==> config.mk <==
export PLATFORM = sky130hd
export DESIGN_NAME = jesd204b_tpl_rx_deframer
export DESIGN_NICKNAME = d
export VERILOG_FILES = /design/src/rtl/jesd204b_tpl_pkg.sv /design/src/rtl/jesd204b_tpl_word_split.sv /design/src/rtl/jesd204b_tpl_rx_deframer.sv
export SDC_FILE = /design/constraint.sdc
export NUM_CORES = 1
export LEC_CHECK = 0
export ABC_CLOCK_PERIOD_IN_PS = 2000
export CORE_MARGIN = 3
export CORE_UTILIZATION = 49
export CTS_CLUSTER_DIAMETER = 60
export CTS_CLUSTER_SIZE = 28
export DETAILED_ROUTE_END_ITERATION = 8
export PLACE_DENSITY = 0.8
export SLEW_MARGIN = 0
export SYNTH_ARGS = -nofsm -noshare
export SYNTH_HDL_FRONTEND = slang
export SYNTH_SLANG_ARGS = --single-unit
==> constraint.sdc <==
create_clock -name clk -period 2 [get_ports clk]
set_input_delay 0.4 -clock clk [delete_from_list [all_inputs] [get_ports clk]]
set_output_delay 0.4 -clock clk [all_outputs]
set_load 0.01 [all_outputs]
==> src/rtl/jesd204b_tpl_pkg.sv <==
// ============================================================================
// Module   : jesd204b_tpl_pkg
// Brief    : Derived link geometry helpers and FSM state codes for the TPL RX.
// Revision : 1.0 - initial release
// ============================================================================
`default_nettype none

package jesd204b_tpl_pkg;

    typedef enum logic [0:0] {
        ST_HUNT    = 1'b0,
        ST_COLLECT = 1'b1
    } tpl_state_e;

    // Converter count rounded up so every lane carries the same number of converters.
    function automatic int calc_mp(input int converters, input int lanes);
        return ((converters + lanes - 1) / lanes) * lanes;
    endfunction

    function automatic int calc_cpl(input int mp, input int lanes);
        return mp / lanes;
    endfunction

    function automatic int calc_fb(input int samples, input int sample_size, input int cpl);
        return samples * sample_size * cpl;
    endfunction

    function automatic int calc_frame_beats(input int fb, input int bw);
        return fb / bw;
    endfunction

endpackage

`default_nettype wire

==> src/rtl/jesd204b_tpl_word_split.sv <==
// ============================================================================
// Module   : jesd204b_tpl_word_split
// Brief    : Splits one sample word into data, control and a tail-non-zero flag.
// Revision : 1.0 - initial release
// ============================================================================
`default_nettype none

module jesd204b_tpl_word_split
    import jesd204b_tpl_pkg::*;
#(
    parameter int SAMPLE_SIZE = 16,
    parameter int RESOLUTION  = 11,
    parameter int CONTROL     = 2
) (
    input  logic [SAMPLE_SIZE-1:0] word_i,
    output logic [RESOLUTION-1:0]  data_o,
    output logic [CONTROL-1:0]     ctrl_o,
    output logic                   tail_nz_o
);

    localparam int TAIL = SAMPLE_SIZE - RESOLUTION - CONTROL;

    assign data_o = word_i[SAMPLE_SIZE-1 -: RESOLUTION];
    assign ctrl_o = word_i[SAMPLE_SIZE-RESOLUTION-1 -: CONTROL];

    generate
        if (TAIL > 0) begin : g_tail
            assign tail_nz_o = |word_i[TAIL-1:0];
        end else begin : g_no_tail
            assign tail_nz_o = 1'b0;
        end
    endgenerate

endmodule

`default_nettype wire

==> src/rtl/jesd204b_tpl_rx_deframer.sv <==
// ============================================================================
// Module   : jesd204b_tpl_rx_deframer
// Brief    : Multi-beat JESD204B transport-layer RX: frame collection, deframing,
//            sof alignment and tail-bit checking.
// Revision : 1.0 - initial release
// ============================================================================
`default_nettype none

module jesd204b_tpl_rx_deframer
    import jesd204b_tpl_pkg::*;
#(
    parameter int LANES           = 4,
    parameter int CONVERTERS      = 8,
    parameter int RESOLUTION      = 11,
    parameter int CONTROL         = 2,
    parameter int SAMPLE_SIZE     = 16,
    parameter int SAMPLES         = 1,
    parameter int OCTETS_PER_BEAT = 2
) (
    input  logic                                   clk,
    input  logic                                   rst_n,
    input  logic                                   rx_valid,
    input  logic                                   rx_sof,
    input  logic [LANES*8*OCTETS_PER_BEAT-1:0]     rx_datain,
    output logic [SAMPLES*CONVERTERS*RESOLUTION-1:0] rx_dataout,
    output logic [SAMPLES*CONVERTERS*CONTROL-1:0]    rx_ctrlout,
    output logic                                   rx_out_valid,
    output logic                                   sof_err,
    output logic                                   tail_err,
    input  logic                                   err_clr
);

    localparam int BW          = 8 * OCTETS_PER_BEAT;
    localparam int MP          = calc_mp(CONVERTERS, LANES);
    localparam int CPL         = calc_cpl(MP, LANES);
    localparam int FB          = calc_fb(SAMPLES, SAMPLE_SIZE, CPL);
    localparam int FRAME_BEATS = calc_frame_beats(FB, BW);
    localparam int CW          = (FRAME_BEATS > 1) ? $clog2(FRAME_BEATS) : 1;
    localparam int NW          = CONVERTERS * SAMPLES;
    localparam logic [CW-1:0] LAST_BEAT = CW'(FRAME_BEATS - 1);

    generate
        if (FB % BW != 0) begin : g_err_fb
            $error("frame bits per lane must be a multiple of the beat width");
        end
        if (RESOLUTION + CONTROL > SAMPLE_SIZE) begin : g_err_ss
            $error("RESOLUTION + CONTROL exceeds SAMPLE_SIZE");
        end
    endgenerate

    tpl_state_e                 state_q, state_d;
    logic [CW-1:0]              beat_cnt_q, beat_cnt_d;
    logic [CW-1:0]              w_beat_idx;
    logic                       w_accept;
    logic                       w_complete;
    logic                       w_sof_err_set;

    logic [LANES-1:0][FB-1:0]   w_frame;
    logic [NW*RESOLUTION-1:0]   w_data;
    logic [NW*CONTROL-1:0]      w_ctrl;
    logic [NW-1:0]              w_tail_nz;

    logic [NW*RESOLUTION-1:0]   dataout_q;
    logic [NW*CONTROL-1:0]      ctrlout_q;
    logic                       out_valid_q;
    logic                       sof_err_q;
    logic                       tail_err_q;

    always_comb begin
        state_d       = state_q;
        beat_cnt_d    = beat_cnt_q;
        w_beat_idx    = beat_cnt_q;
        w_accept      = 1'b0;
        w_complete    = 1'b0;
        w_sof_err_set = 1'b0;
        case (state_q)
            ST_HUNT: begin
                if (rx_valid && rx_sof) begin
                    w_accept   = 1'b1;
                    w_beat_idx = '0;
                end
            end
            ST_COLLECT: begin
                if (rx_valid) begin
                    // A misplaced sof restarts the frame on this beat.
                    if (rx_sof && beat_cnt_q != '0) begin
                        w_sof_err_set = 1'b1;
                        w_accept      = 1'b1;
                        w_beat_idx    = '0;
                    end else if (!rx_sof && beat_cnt_q == '0) begin
                        w_sof_err_set = 1'b1;
                        state_d       = ST_HUNT;
                    end else begin
                        w_accept = 1'b1;
                    end
                end
            end
            default: state_d = ST_HUNT;
        endcase
        if (w_accept) begin
            state_d    = ST_COLLECT;
            w_complete = (w_beat_idx == LAST_BEAT);
            beat_cnt_d = w_complete ? '0 : w_beat_idx + CW'(1);
        end
    end

    always_ff @(posedge clk or negedge rst_n) begin
        if (!rst_n) begin
            state_q    <= ST_HUNT;
            beat_cnt_q <= '0;
        end else begin
            state_q    <= state_d;
            beat_cnt_q <= beat_cnt_d;
        end
    end

    // Earlier beats are held in a history register; the current beat forms the frame LSBs.
    generate
        if (FRAME_BEATS > 1) begin : g_multi
            logic [LANES-1:0][FB-BW-1:0] hist_q;
            for (genvar l = 0; l < LANES; l++) begin : g_lane
                assign w_frame[l] = {hist_q[l], rx_datain[l*BW +: BW]};
            end
            always_ff @(posedge clk or negedge rst_n) begin
                if (!rst_n) begin
                    hist_q <= '0;
                end else if (w_accept) begin
                    for (int l = 0; l < LANES; l++) begin
                        hist_q[l] <= w_frame[l][FB-BW-1:0];
                    end
                end
            end
        end else begin : g_single
            for (genvar l = 0; l < LANES; l++) begin : g_lane
                assign w_frame[l] = rx_datain[l*BW +: BW];
            end
        end
    endgenerate

    generate
        for (genvar c = 0; c < CONVERTERS; c++) begin : g_conv
            for (genvar s = 0; s < SAMPLES; s++) begin : g_smp
                localparam int LANE = c / CPL;
                localparam int WORD = (c % CPL) * SAMPLES + s;
                localparam int IDX  = c * SAMPLES + s;
                jesd204b_tpl_word_split #(
                    .SAMPLE_SIZE (SAMPLE_SIZE),
                    .RESOLUTION  (RESOLUTION),
                    .CONTROL     (CONTROL)
                ) u_split (
                    .word_i    (w_frame[LANE][FB-1-WORD*SAMPLE_SIZE -: SAMPLE_SIZE]),
                    .data_o    (w_data[IDX*RESOLUTION +: RESOLUTION]),
                    .ctrl_o    (w_ctrl[IDX*CONTROL +: CONTROL]),
                    .tail_nz_o (w_tail_nz[IDX])
                );
            end
        end
    endgenerate

    always_ff @(posedge clk or negedge rst_n) begin
        if (!rst_n) begin
            dataout_q   <= '0;
            ctrlout_q   <= '0;
            out_valid_q <= 1'b0;
            sof_err_q   <= 1'b0;
            tail_err_q  <= 1'b0;
        end else begin
            out_valid_q <= w_complete;
            if (w_complete) begin
                dataout_q <= w_data;
                ctrlout_q <= w_ctrl;
            end
            sof_err_q  <= w_sof_err_set | (sof_err_q & ~err_clr);
            tail_err_q <= (w_complete & (|w_tail_nz)) | (tail_err_q & ~err_clr);
        end
    end

    assign rx_dataout   = dataout_q;
    assign rx_ctrlout   = ctrlout_q;
    assign rx_out_valid = out_valid_q;
    assign sof_err      = sof_err_q;
    assign tail_err     = tail_err_q;

endmodule

`default_nettype wire

==> impl_metrics.csv <==
group,metric,value,unit
place,dp.final_hpwl,10800,um
sta,finalMaxSlewViolations,0,
global_routing,antenna_found_initial,0,
yosys,yosys-mux-area-fraction,0.130,
run_status,status,"completed",
floorplanning,dieArea,15100,sq um
floorplanning,die_w,123,um
yosys,ys_ff_latch,173,
layout,mostFrequentLayoutCells,"314 x nand2_1, 174 x clkdlybuf4s50_1, 173 x dfrtp_1, 40 x mux2_4, 17 x clkbuf_16",
clock_network,root_buffer,"clkbuf_16",
sta,hold_slack,0.414,ns
global_routing,grt_overflow,0,
layout,final_common_cell,"nand2_1",
floorplanning,core,13300,sq um
route,wl,15700,um
yosys,ys_warn_count,0,
yosys,ys_top_cells_by_area,"dfrtp_1 65%, nand2_1 18%, mux2_4 9.0%, mux2_2 2.5%, mux2_1 1.5%",
route,vias,4851,
route,first_pass_iters,4,
yosys,syn_area,6710,sq um
sta,skew,0.00664,ns
sta,hold_viol,0,
sta,finalSetupViolCount,0,
clock_network,clock-sinks,173,
layout,syn_to_final_growth,39.3,%
yosys,synth_top_area_frac,0.646,
layout,fin_util,0.703,
layout,n_antenna_cell,0,
route,remaining_drc_errors,0,
sta,tightest_slew,0.612,ns
yosys,yosysTopAreaCell,"dfrtp_1",
sta,fin_crit,1.82,ns
route,ant_nets,0,
pwr,vdd_ir_drop_max,0.000880,V
yosys,synth_fa_ha_area_frac,0.00373,
yosys,synth_compound_area_frac,0.00709,
clock_network,cts_buffers,17,
critical_path,cp.arrival,2.12,ns
sta,period_share,0.911,
global_routing,grt_pass1_vias,4970,
route,wl_per_cell,16.1,um
yosys,ys_seq_area_frac,0.646,
clock_network,cts_max_level,4,
layout,postLayoutCellArea,9340,sq um
floorplanning,die_h,123,um
critical_path,reg2reg_depth,6,
critical_path,crit_type,"in2reg",
critical_path,rr_endpoint,"rx_ctrlout[7]",
layout,fin_nets,854,
clock_network,clock_latency,0.42,ns
critical_path,reg2reg_from,"beat_cnt_q",
pwr,totalPowerFinal,14.6,mW
global_routing,grt_use_met2,0.351,
global_routing,grt_max_degree,90,
clock_network,cts_buffer_depth,2,
worst_hold_path,min_path_type,"in2async",
place,gp_congestion,0.785,
global_routing,grt_busiest_layer,"met2",
sta,max_freq,549,MHz
yosys,syn-mean-instance-area,11.2,sq um
sta,fin_setup_tns,0,ns
floorplanning,start_util,0.504,
route,drt-initial-drc-count,280,
sta,maxSlewHeadroom,0.592,
critical_path,critPathMaxFanout,56,
global_routing,grt_pass1_wl,25600,um
yosys,syn_nets,672,
critical_path,cp_data_required_time,2.30,ns
clock_network,path_clk_slew,0.06,ns
critical_path,crit_path_end_kind,"flip-flop",
place,numPortBuffers,175,
yosys,synthCells,601,
pwr,cellLeakagePower,4.55,nW
yosys,synth.distinct_cells,20,
critical_path,cp-start-kind,"input pin",
yosys,synthSimpleGateAreaFrac,0.184,
place,placed_area,8710,sq um
global_routing,use_met1,0.285,
floorplanning,ios,176,
critical_path,rrSetupSlack,0.26,ns
route,via_per_inst,4.99,
flow_run,maxCapViolCount,0,
floorplanning,rows,42,
global_routing,grt_usage,0.219,
layout,drive_above_1_share,0.128,
sta,rsz0062_at_grt,"false",
yosys,synth_xor_area_frac,0,
yosys,synth_top_family_by_area,"simple AND/OR/NAND/NOR gates",
global_routing,met3_usage,0.0695,
clock_network,tritoncts,"done",
pwr,powerDensity,1560,nW/um^2
[final cells by class]
cell class                      count  area [sq um]
Inverter                            4          16.3
Sequential cell                   173          4330
Clock inverter                     11           166
Timing Repair Buffer              192          1980
Tap cell                          176           220
Fill cell                         948          3960
Multi-Input combinational cell    395          2170
Clock buffer                       21           450
[critical path: stages]
cell,delay [ns]
clkdlybuf4s50_1,0.50
inv_1,0.07
ha_1,0.22
nand4b_1,0.27
buf_4,0.37
nand2_1,0.16
nand2_1,0.07
[per-layer routing]
layer  part of all wire  up-vias
met4              0.014        0
met5                  0        -
met3              0.077       16
met2               0.48      165
met1               0.43     2414
li1                   -     2256
[worst max-delay path by stage]
stage                        from            endpoint  slack (ns)  cells after the start
after floorplan            rx_sof   g_multi.hist_q[0]        0.43                      7
after global placement     rx_sof  g_multi.hist_q[42]       -0.16                      7
after detailed placement   rx_sof  g_multi.hist_q[42]       -0.23                      7
after CTS                 sof_err             sof_err        0.22                      1
after global routing       rx_sof  g_multi.hist_q[42]        0.14                      7
final                      rx_sof       rx_ctrlout[7]        0.18                      7
[repair_timing]
| item | 4_1_cts | 5_1_grt |
|---|---|---|
| gates resized for setup | 0 | 0 |
| buffers inserted | 0 | 0 |
| hold buffers | 1 | 0 |
| endpoints found under the hold margin | 13 | 0 |
[synth_stat cells (all sizes together)]
cell type and instances:
o2bb2ai 1, clkbuf 4, nand2 314, a31oi 1
nand4b 1, o211ai 1, nand4 1, a21oi 3
ha 2, dfrtp 173, mux2 64, inv 4
buf 25, nor4 6, a221o 1
[where the power goes]
| group | switching (mW) | total [mW] | internal, mW |
|---|---|---|---|
| combinational | 2.29 | 5.29 | 3.01 |
| sequential | 0.876 | 5.88 | 5.00 |
| clock | 1.31 | 3.43 | 2.12 |
| total | 4.47 | 14.6 | 10.1 |
[sequential cells by signal, summed over array words and instances (netlist names)]
register and cells:
beat_cnt_q 1, g_multi.hist_q 64, rx_ctrlout 16, rx_dataout 88, rx_out_valid 1, sof_err 1
state_q 1, tail_err 1
[stage by stage]
step	setup slack, ns	instances
4_1_cts	0.216	972
3_3_place_gp	-0.160	939
6_report	0.179	972
2_1_floorplan	0.428	601
3_5_place_dp	-0.230	939
5_1_grt	0.139	972
[cells by family (layout without fill, tap and decap cells)]
group / after synthesis / count (layout)
AOI/OAI and AO/OA: 7 / 7
adders and majority gates: 2 / 2
buffers and inverters: 33 / 228
DFF: 173 / 173
muxes: 64 / 64
and+or+nand+nor: 322 / 322
No activity file was read; power rests on OpenSTA's default activity.
